`src/rtl/hazard_stall_ctrl.sv`:
```
// Pipeline sequencer for the 5-stage LEGv8 core: resolves load-use hazards,
// taken-branch flushes and multi-cycle data-memory waits, and counts stall cycles.
module hazard_stall_ctrl #(
    parameter int MEM_TIMEOUT = 15,
    parameter int CNT_W       = 16
) (
    input  logic             clk,
    input  logic             reset,
    input  logic             id_ex_MemRead,
    input  logic [4:0]       id_ex_rd,
    input  logic [4:0]       if_id_rn,
    input  logic [4:0]       if_id_rm,
    input  logic             if_id_uses_rm,
    input  logic             branch_taken,
    input  logic             ex_mem_MemRead,
    input  logic             ex_mem_MemWrite,
    input  logic             dmem_ready,
    output logic             dmem_req,
    output logic             pc_en,
    output logic             if_id_en,
    output logic             id_ex_en,
    output logic             ex_mem_en,
    output logic             if_id_flush,
    output logic             id_ex_bubble,
    output logic             mem_wb_bubble,
    output logic             mem_err,
    output logic [CNT_W-1:0] stall_count
);

    typedef enum logic [1:0] {RUN, MEM_WAIT, MEM_ERR} state_t;

    localparam logic [7:0]       WAIT_LAST = 8'(MEM_TIMEOUT - 1);
    localparam logic [CNT_W-1:0] CNT_MAX   = '1;

    state_t           state_q, state_d;
    logic [7:0]       wait_cnt_q, wait_cnt_d;
    logic             mem_err_q, mem_err_d;
    logic [CNT_W-1:0] stall_count_q, stall_count_d;

    logic memop;
    logic lu_haz;

    assign memop  = ex_mem_MemRead | ex_mem_MemWrite;
    assign lu_haz = id_ex_MemRead && (id_ex_rd != 5'd31) &&
                    ((id_ex_rd == if_id_rn) || (if_id_uses_rm && (id_ex_rd == if_id_rm)));

    always_comb begin
        state_d       = state_q;
        wait_cnt_d    = wait_cnt_q;
        mem_err_d     = mem_err_q;
        dmem_req      = 1'b0;
        pc_en         = 1'b1;
        if_id_en      = 1'b1;
        id_ex_en      = 1'b1;
        ex_mem_en     = 1'b1;
        if_id_flush   = 1'b0;
        id_ex_bubble  = 1'b0;
        mem_wb_bubble = 1'b0;

        case (state_q)
            RUN, MEM_WAIT: begin
                dmem_req = memop;
                if ((state_q == RUN && memop && !dmem_ready) ||
                    (state_q == MEM_WAIT && !dmem_ready)) begin
                    // Freeze everything up to EX/MEM; MEM/WB receives a bubble.
                    pc_en         = 1'b0;
                    if_id_en      = 1'b0;
                    id_ex_en      = 1'b0;
                    ex_mem_en     = 1'b0;
                    mem_wb_bubble = 1'b1;
                    if (state_q == RUN) begin
                        state_d    = MEM_WAIT;
                        wait_cnt_d = 8'd0;
                    end else if (wait_cnt_q == WAIT_LAST) begin
                        state_d   = MEM_ERR;
                        mem_err_d = 1'b1;
                    end else begin
                        wait_cnt_d = wait_cnt_q + 8'd1;
                    end
                end else begin
                    state_d = RUN;
                    if (branch_taken) begin
                        if_id_flush  = 1'b1;
                        id_ex_bubble = 1'b1;
                    end else if (lu_haz) begin
                        pc_en        = 1'b0;
                        if_id_en     = 1'b0;
                        id_ex_bubble = 1'b1;
                    end
                end
            end
            default: begin
                pc_en     = 1'b0;
                if_id_en  = 1'b0;
                id_ex_en  = 1'b0;
                ex_mem_en = 1'b0;
            end
        endcase

        // While reset is held the pipeline runs freely with no memory request.
        if (!reset) begin
            dmem_req      = 1'b0;
            pc_en         = 1'b1;
            if_id_en      = 1'b1;
            id_ex_en      = 1'b1;
            ex_mem_en     = 1'b1;
            if_id_flush   = 1'b0;
            id_ex_bubble  = 1'b0;
            mem_wb_bubble = 1'b0;
        end

        stall_count_d = stall_count_q;
        if (!pc_en && stall_count_q != CNT_MAX)
            stall_count_d = stall_count_q + 1'b1;
    end

    always_ff @(posedge clk) begin
        if (!reset) begin
            state_q       <= RUN;
            wait_cnt_q    <= 8'd0;
            mem_err_q     <= 1'b0;
            stall_count_q <= '0;
        end else begin
            state_q       <= state_d;
            wait_cnt_q    <= wait_cnt_d;
            mem_err_q     <= mem_err_d;
            stall_count_q <= stall_count_d;
        end
    end

    assign mem_err     = mem_err_q;
    assign stall_count = stall_count_q;

endmodule
```
`config.mk`:
```
export PLATFORM = sky130hd
export DESIGN_NAME = hazard_stall_ctrl
export DESIGN_NICKNAME = d
export VERILOG_FILES = /design/src/rtl/hazard_stall_ctrl.sv
export SDC_FILE = /design/constraint.sdc
export NUM_CORES = 1
export LEC_CHECK = 0
export BUFFER_PORTS_ARGS = -buffer_cell sky130_fd_sc_hd__buf_4
export CAP_MARGIN = 10
export CORE_ASPECT_RATIO = 0.6
export CORE_MARGIN = 2
export CORE_UTILIZATION = 54
export CTS_CLUSTER_DIAMETER = 120
export CTS_CLUSTER_SIZE = 24
export DETAILED_ROUTE_END_ITERATION = 7
export HOLD_SLACK_MARGIN = 0.06
export PLACE_DENSITY = 0.82
export SYNTH_ARGS = -nofsm -noshare
export SYNTH_HDL_FRONTEND = slang
export SYNTH_SLANG_ARGS = --single-unit
export TNS_END_PERCENT = 10
```
`constraint.sdc`:
```
create_clock -name clk -period 5.75 [get_ports clk]
set_clock_uncertainty 0.05 [all_clocks]
set_input_delay 0.575 -clock clk [delete_from_list [all_inputs] [get_ports clk]]
set_output_delay 0.575 -clock clk [all_outputs]
set_load 0.005 [all_outputs]
```
Word level (Yosys, flattened, before mapping):

Cells that the tools add are included.

* register bits after elaboration: 27
* output and inout bits: 25

* add/subtract/negate cells: 2
* equality and inequality tests: 8
* mux-type cells: 27
* bitwise logic cells: 2
* reduce and logical (&&, ||, !) cells: 16

Operators with widths (count)
* 1-bit two-way mux: 22
* 16-bit by 1-bit adder with 16-bit output (second input constant): 1
* 8-bit two-way mux: 2
* 16-bit != test (second input constant): 1
* 5-bit == test: 2
* 8-bit by 1-bit adder with 8-bit output (second input constant): 1
* 8-bit by 4-bit == test with 1-bit output (second input constant): 1
* 1-bit logical AND: 7
* 2-bit two-way mux: 3
* 5-bit != test (second input constant): 1
* 4-bit AND reduction: 1
* 3-bit by 1-bit != test with 1-bit output (second input constant): 1
* 3-bit AND reduction: 1
* 2-bit by 1-bit == test with 1-bit output (second input constant): 1
* 1-bit zero test: 2
* 2-bit zero test: 1
* 1-bit logical OR: 2
* 2-bit != test (second input constant): 1
* 2-bit AND reduction: 1
* 2-bit OR reduction: 1
* 1-bit inverter: 1
* 1-bit bitwise OR: 1

Longest topological paths before layout:

Gate-level depths: netlist of run 1.

* depth after elaboration: 11
* depth in mapped cells: 9
* mapped depth without buffers: 8

Least setup slack after synthesis of run 1:

No wires, ideal clock.

* path kind: input -> output
* from: input id_ex_rd[4]
* to: output id_ex_bubble
* data arrival time: 1.559 ns
* data required time: 5.125 ns
* setup slack: 3.566 ns
* stages: 5
* path buffers: 0
* cell sequence: xor2_1 nor4_1 a32oi_1 o21ai_0 nor4b_1

* word-level cells in the longest chain between the ends: 9
* elaborated cells on any way between the ends: 12
* those cells by class: eq/ne: 3; mux: 5; reduce/logical: 4

Ends and longest elaborated chain
* start, declared: RTL line 10 `input logic [4:0] id_ex_rd,`
* 5-bit == test: RTL line 45 `((id_ex_rd == if_id_rn) || (if_id_uses_rm && (id_ex_rd == if_id_rm)));`
* 1-bit logical AND: RTL line 45
* 1-bit logical OR: RTL line 45
* 1-bit logical AND (*): RTL line 44 `assign lu_haz = id_ex_MemRead && (id_ex_rd != 5'd31) &&`
* 1-bit two-way mux (*): RTL line 85 `end else if (lu_haz) begin`
* 1-bit two-way mux (*): RTL line 82 `if (branch_taken) begin`
* 1-bit two-way mux (*): RTL line 63 `if ((state_q == RUN && memop && !dmem_ready) ||`
* 1-bit two-way mux (*): RTL line 60 `case (state_q)`
* 1-bit two-way mux (*): RTL line 101 `if (!reset) begin`
* end, declared: RTL line 24 `output logic id_ex_bubble,`

Every way passes the cells marked *; elsewhere a longest branch is shown, timed or not.

Worst setup path in the final report of run 1:

Same ends and word-level chain as after synthesis.

==> results of run 1 <==
[cell type report]
cell class / instances / area [um2]
multi-input cells: 148 / 922
inverters: 4 / 15.0
clock inverters: 1 / 5.00
clock buffers: 3 / 41.3
fillers: 202 / 676
repair buffers: 47 / 353
flip-flops and latches: 27 / 541
well taps: 32 / 40.0
[layer usage]
metal,share of wire (%),up-vias
met5,0,-
met4,0.65,0
met3,8.3,4
met2,43,58
met1,48,697
li1,-,762
[kinds of logic after synthesis]
kind of cell    after synthesis
mux                          13
xor+xnor                     11
flops                        27
compound gates               30
simple gates                 91
fa+ha+maj                     3
buf+inv                      13
[through the flow]
stage	worst slack, ns	cell area, um2
detailed placement	3.03	1870
global route	2.94	1920
CTS	3.11	1920
floorplan	3.57	1520
finish	3.14	1920
global placement	3.15	1870
[power by group through the flow]
stage	Clock, W	Sequential, W	Combinational (W)
after floorplan	0	0.000195	0.0000240
after global placement	0	0.000195	0.0000459
after detailed placement	0	0.000195	0.0000476
after CTS	0.000109	0.000190	0.0000480
after global routing	0.000116	0.000191	0.0000529
final	0.000107	0.000191	0.0000482
[path summary, 6_finish.rpt]
path / slack, ns / end / startpoint
worst max-delay path: 3.14 / id_ex_bubble / id_ex_rd[4]
worst min-delay path: 0.43 / mem_err / mem_err
worst max register to register: 3.17 / stall_count[9] / state_q[0]
worst min register to register: 0.43 / mem_err / mem_err
[cell usage in the layout (no fill, tap or decap), types with 2 or more instances in the layout]
cell type / instances
and4_1: 3
inv_1: 4
o21bai_1: 2
nor2_1: 18
o21ai_0: 8
a31oi_1: 3
nor3_1: 6
nor3b_1: 5
xnor2_1: 2
nor4_1: 4
buf_4: 47
nand3_1: 7
ha_1: 3
xor2_1: 9
a21oi_1: 9
nand4_1: 7
and2_1: 4
and3_1: 5
clkbuf_8: 3
dfxtp_1: 27
nand2b_1: 8
nand2_1: 21
mux2i_1: 13
[critical path: cells and delay by family]
| kind | cells | cell delay [ns] |
|---|---|---|
| and+or+nand+nor | 2 | 0.56 |
| xor gates and xnor gates | 1 | 0.15 |
| buffers and inverters | 2 | 0.30 |
| AOI/OAI and AO/OA | 2 | 0.39 |
[registers in the layout, indices dropped and copies added (netlist names)]
name,cells
wait_cnt_q,8
state_q,2
stall_count,16
mem_err,1
==> results.sh, run 1 <==
export IMPL_status="completed"
export IMPL_fin_crit_sh_pct=45.4
export IMPL_p_sw_share_pct=24.6
export IMPL_ys_top_cells_by_count="27 x dfxtp_1, 21 x nand2_1, 18 x nor2_1"
export IMPL_instances_no_fill=262
export IMPL_crit_top_cell="buf_4"
export IMPL_slew_violations=0
export IMPL_met1_usage_pct=33.4
export IMPL_cts_buffers_inserted=3
export IMPL_worstPathArrival_ns=1.99
export IMPL_fp_dieH_um=45.1
export IMPL_leakage_nw=0.845
export IMPL_clk_latency_ns=0.27
export IMPL_ys_seq_area_share_pct=35.5
export IMPL_dpl_hpwl_um=2890
export IMPL_crit_type="primary input to output pin"
export IMPL_syn_avg_cell_area_um2=8.10
export IMPL_syn_area_um2=1520
export IMPL_yosys_area_share_simple_pct=31.2
export IMPL_synthDistinctLibCells=35
export IMPL_start_util_pct=58.7
export IMPL_holdPathStages=2
export IMPL_vias_per_cell=5.81
export IMPL_dp_cells=258
export IMPL_required_ns=5.12
export IMPL_max_clock_path_buffers=2
export IMPL_root_buffer="clkbuf_8"
export IMPL_antenna_found_initial=0
export IMPL_grt_first_pass_wirelength_um=6200
export IMPL_muxShareOfSynthArea_pct=8.55
export IMPL_synth_area_leaders="dfxtp_1 35%, mux2i_1 8.5%, nand2_1 5.2%, xor2_1 5.2%, nor2_1 4.4%"
export IMPL_ys_ff_latch=27
export IMPL_synth_top_area_share_pct=35.5
export IMPL_synth_area_leader_cell="dfxtp_1"
export IMPL_r2r_cells=6
export IMPL_p_sw_w=0.0000852
export IMPL_clkSinkCount=27
export IMPL_htree_levels=1
export IMPL_hp_class="flop to flop"
export IMPL_grt_max_degree=24
export IMPL_cp_cell_sequence="buf_4 -> xor2_1 -> nor4_1 -> a32oi_1 -> o21ai_0 -> nor4b_1 -> buf_4"
export IMPL_cts_tree="built"
export IMPL_drtAntennaViolNets=0
export IMPL_globalplace_congestion=0.968
export IMPL_pin_count=48
export IMPL_fp_dieW_um=72.6
export IMPL_end_kind="output pin"
export IMPL_drc_errors=0
export IMPL_dominantRegCellSynth="dfxtp_1"
export IMPL_clkTransAtPathRegs_ns=0.09
export IMPL_power_density_nw_per_um2=181
export IMPL_synthCells=188
export IMPL_crit_slowest_cell="nor4_1"
export IMPL_grt_usage_pct=24.6
export IMPL_p_int_w=0.000261
export IMPL_drv_cap=0
export IMPL_setup_viol_count_final=0
export IMPL_period_needed_ns=2.61
export IMPL_synth_compound_area_share_pct=12.0
export IMPL_path_max_fanout=3
export IMPL_finish_utilization_pct=73.9
export IMPL_ctsResizeCount=0
export IMPL_fin_total_pwr_w=0.000346
export IMPL_grt_busiest_layer="met2"
export IMPL_core_region_area_um2=2590
export IMPL_synth_enable_flop_cells=0
export IMPL_p_comb_share_pct=13.9
export IMPL_vias=1521
export IMPL_drtIter0Drc=119
export IMPL_synth_fa_ha_area_share_pct=2.47
export IMPL_start_kind="primary input"
export IMPL_use_met3_pct=5.80
export IMPL_rows=14
export IMPL_worst_pin_slew_ns=0.991
export IMPL_clkPwrFrac_pct=31.1
export IMPL_area_growth_pct=25.9
export IMPL_hold_viol_final=0
export IMPL_ir_drop_mv=0.154
export IMPL_synthArstFlopShare_pct=0
export IMPL_p_seq_share_pct=55.0
export IMPL_rsz0062_at_grt="false"
export IMPL_cts_hold_fix_buffers=0
export IMPL_synth_xor_area_share_pct=6.33
export IMPL_synth_top_family_by_area="simple AND/OR/NAND/NOR gates"
export IMPL_timing_hold_ws_ns=0.431
export IMPL_die_area_um2=3270
export IMPL_routedWlPerCell_um=14.7
export IMPL_syn_nets=214
export IMPL_grt_pass1_vias=1386
export IMPL_yosys_warnings=0
export IMPL_nets=257
export IMPL_gr_usage_met2_pct=40.5
export IMPL_post_cts_setup_buffers=0
export IMPL_final_setup_tns_ns=0
export IMPL_slew_headroom_pct=33.9
export IMPL_antenna_cells=0
export IMPL_yosysMostFrequentCell="dfxtp_1"
export IMPL_drive_above_1_share_pct=23.0
export IMPL_io_buffers=47
export IMPL_drt_total_wl_um=3860
export IMPL_max_freq_ghz=0.383
export IMPL_critical_path_max_stage_delay_ns=0.29
export IMPL_drt_pass1_iter_count=4
export IMPL_grt_ovfl_total=0
(Power assumes the default switching activity.)
==> run 2, diff against run 1 <==
--- a/config.mk
+++ b/config.mk
@@ -9,12 +9,12 @@
 export CAP_MARGIN = 10
 export CORE_ASPECT_RATIO = 0.6
 export CORE_MARGIN = 2
-export CORE_UTILIZATION = 54
+export CORE_UTILIZATION = 45
 export CTS_CLUSTER_DIAMETER = 120
 export CTS_CLUSTER_SIZE = 24
 export DETAILED_ROUTE_END_ITERATION = 7
 export HOLD_SLACK_MARGIN = 0.06
-export PLACE_DENSITY = 0.82
+export PLACE_DENSITY = 0.73
 export SYNTH_ARGS = -nofsm -noshare
 export SYNTH_HDL_FRONTEND = slang
 export SYNTH_SLANG_ARGS = --single-unit
==> constraint.sdc (replaced) <==
create_clock -name clk -period 2.4 [get_ports clk]
set_clock_uncertainty 0.05 [all_clocks]
set_input_delay 0.24 -clock clk [delete_from_list [all_inputs] [get_ports clk]]
set_output_delay 0.24 -clock clk [all_outputs]
set_load 0.005 [all_outputs]
==> run 2 against run 1 <==
Die area rose by 19%. Power rose by 140%. Clock-buffer cell count did not move. Final area rose by 2.4%.
==> results.sh, run 2 (same netlist as run 1, synthesis figures left out) <==
export IMPL_fp_dieW_um=79.1
export IMPL_vias_per_cell=5.47
export IMPL_cts_buffers_inserted=3
export IMPL_drtAntennaViolNets=0
export IMPL_clkSinkCount=27
export IMPL_largest_reg_flops=16
export IMPL_rrSetupSlack_ns=0.22
export IMPL_cts_hold_fix_buffers=0
export IMPL_antenna_found_initial=0
export IMPL_htree_levels=1
export IMPL_grt_pass1_vias=1255
export IMPL_core_region_area_um2=3240
export IMPL_fp_dieH_um=49.1
export IMPL_grt_usage_pct=18.7
export IMPL_drtIter0Drc=82
export IMPL_r2r_end="stall_count[4]"
export IMPL_drc_errors=0
export IMPL_crit_end="stall_count[4]"
export IMPL_hp_class="primary input to flop"
export IMPL_layout_common_cells="51 x buf_4, 27 x dfxtp_1, 21 x nand2_1"
export IMPL_clkTransAtPathRegs_ns=0.09
export IMPL_worstPathArrival_ns=2.29
export IMPL_dpl_hpwl_um=2720
export IMPL_required_ns=2.51
export IMPL_antenna_cells=0
export IMPL_max_clock_path_buffers=2
export IMPL_start_util_pct=47.0
export IMPL_regArea_um2=541
export IMPL_worst_pin_slew_ns=0.496
export IMPL_instances_no_fill=279
export IMPL_grt_max_degree=24
export IMPL_setup_viol_count_final=0
export IMPL_rsz0062_at_grt="false"
export IMPL_r2r_cells=8
export IMPL_leakage_nw=0.866
export IMPL_dp_cells=275
export IMPL_multi_input_area_um2=922
export IMPL_io_buffers=47
export IMPL_vias=1527
export IMPL_timing_hold_ws_ns=0.270
export IMPL_nFillCells=309
export IMPL_globalplace_congestion=0.803
export IMPL_die_area_um2=3880
export IMPL_clk_latency_ns=0.27
export IMPL_routedWlPerCell_um=13.1
export IMPL_grt_ovfl_total=0
export IMPL_grt_first_pass_wirelength_um=5820
export IMPL_nets=261
export IMPL_ir_drop_mv=0.374
export IMPL_drv_cap=0
export IMPL_slew_violations=0
export IMPL_rr_startpoint="stall_count[0]"
export IMPL_hold_viol_final=0
export IMPL_startpoint="stall_count[0]"
export IMPL_fin_crit_sh_pct=90.8
export IMPL_slew_headroom_pct=66.9
export IMPL_final_common_cell="buf_4"
export IMPL_end_kind="flop"
export IMPL_area_growth_pct=28.9
export IMPL_drt_total_wl_um=3650
export IMPL_ctsResizeCount=0
export IMPL_pin_count=48
export IMPL_fin_total_pwr_w=0.000831
export IMPL_root_buffer="clkbuf_8"
export IMPL_post_cts_setup_buffers=0
export IMPL_start_kind="flop"
export IMPL_crit_type="flop to flop"
export IMPL_status="completed"
export IMPL_drt_pass1_iter_count=4
export IMPL_rows=16
export IMPL_period_needed_ns=2.18
export IMPL_max_freq_ghz=0.459
export IMPL_final_setup_tns_ns=0
export IMPL_drive_above_1_share_pct=24.4
export IMPL_power_density_nw_per_um2=424
export IMPL_cts_tree="built"
export IMPL_path_max_fanout=12
-- run 2: metrics by stage --
| stage | worst slack, ns | cell area [um2] | utilization [%] |
|---|---|---|---|
| after floorplan | 0.509 | 1520 | - |
| after global placement | 0.280 | 1920 | 59.1 |
| after detailed placement | 0.289 | 1920 | 59.1 |
| after CTS | 0.266 | 1960 | 60.5 |
| after global routing | 0.0782 | 1960 | 60.5 |
| final | 0.221 | 1960 | 60.5 |
-- run 2: metal layers --
layer	global-route usage (%)	vias up	wire, um
met5	0	-	0
met4	1.72	0	13
met3	6.67	2	419
met2	26.4	64	1400
met1	28.2	698	1810
li1	-	763	-
-- run 2: final cells by class --
cell class	count	area share, %
multi-input combinational	148	47.0
sequential	27	27.5
timing repair buffer	51	19.5
tap	45	2.87
clock buffer	3	2.10
inverter	4	0.765
clock inverter	1	0.255
-- run 2: worst min path at each step --
stage             startpoint  cells after the start               to  slack (ns)
3_5_place_dp   wait_cnt_q[7]                      1    wait_cnt_q[7]        0.40
5_1_grt                reset                      2  stall_count[12]        0.29
2_1_floorplan          reset                      2  stall_count[11]        0.34
6_report          dmem_ready                      4       state_q[1]        0.27
4_1_cts           dmem_ready                      4       state_q[1]        0.26
3_3_place_gp   wait_cnt_q[7]                      1    wait_cnt_q[7]        0.41
-- run 2: where the power goes --
group          switching [W]  internal, W  leakage, nW  total (W)
Combinational      0.0000568    0.0000612        0.622   0.000118
Clock               0.000140     0.000116       0.0255   0.000256
Sequential        0.00000531     0.000452        0.218   0.000457
-- run 2: worst max-delay path, stage by stage, from the launching register on --
cell and delay [ns]:
dfxtp_1 0.42, ha_1 0.22, and4_1 0.21, nand4_1 0.20, nor2_1 0.31, o22ai_1 0.13, buf_4 0.20, and4_1 0.22
mux2i_1 0.11
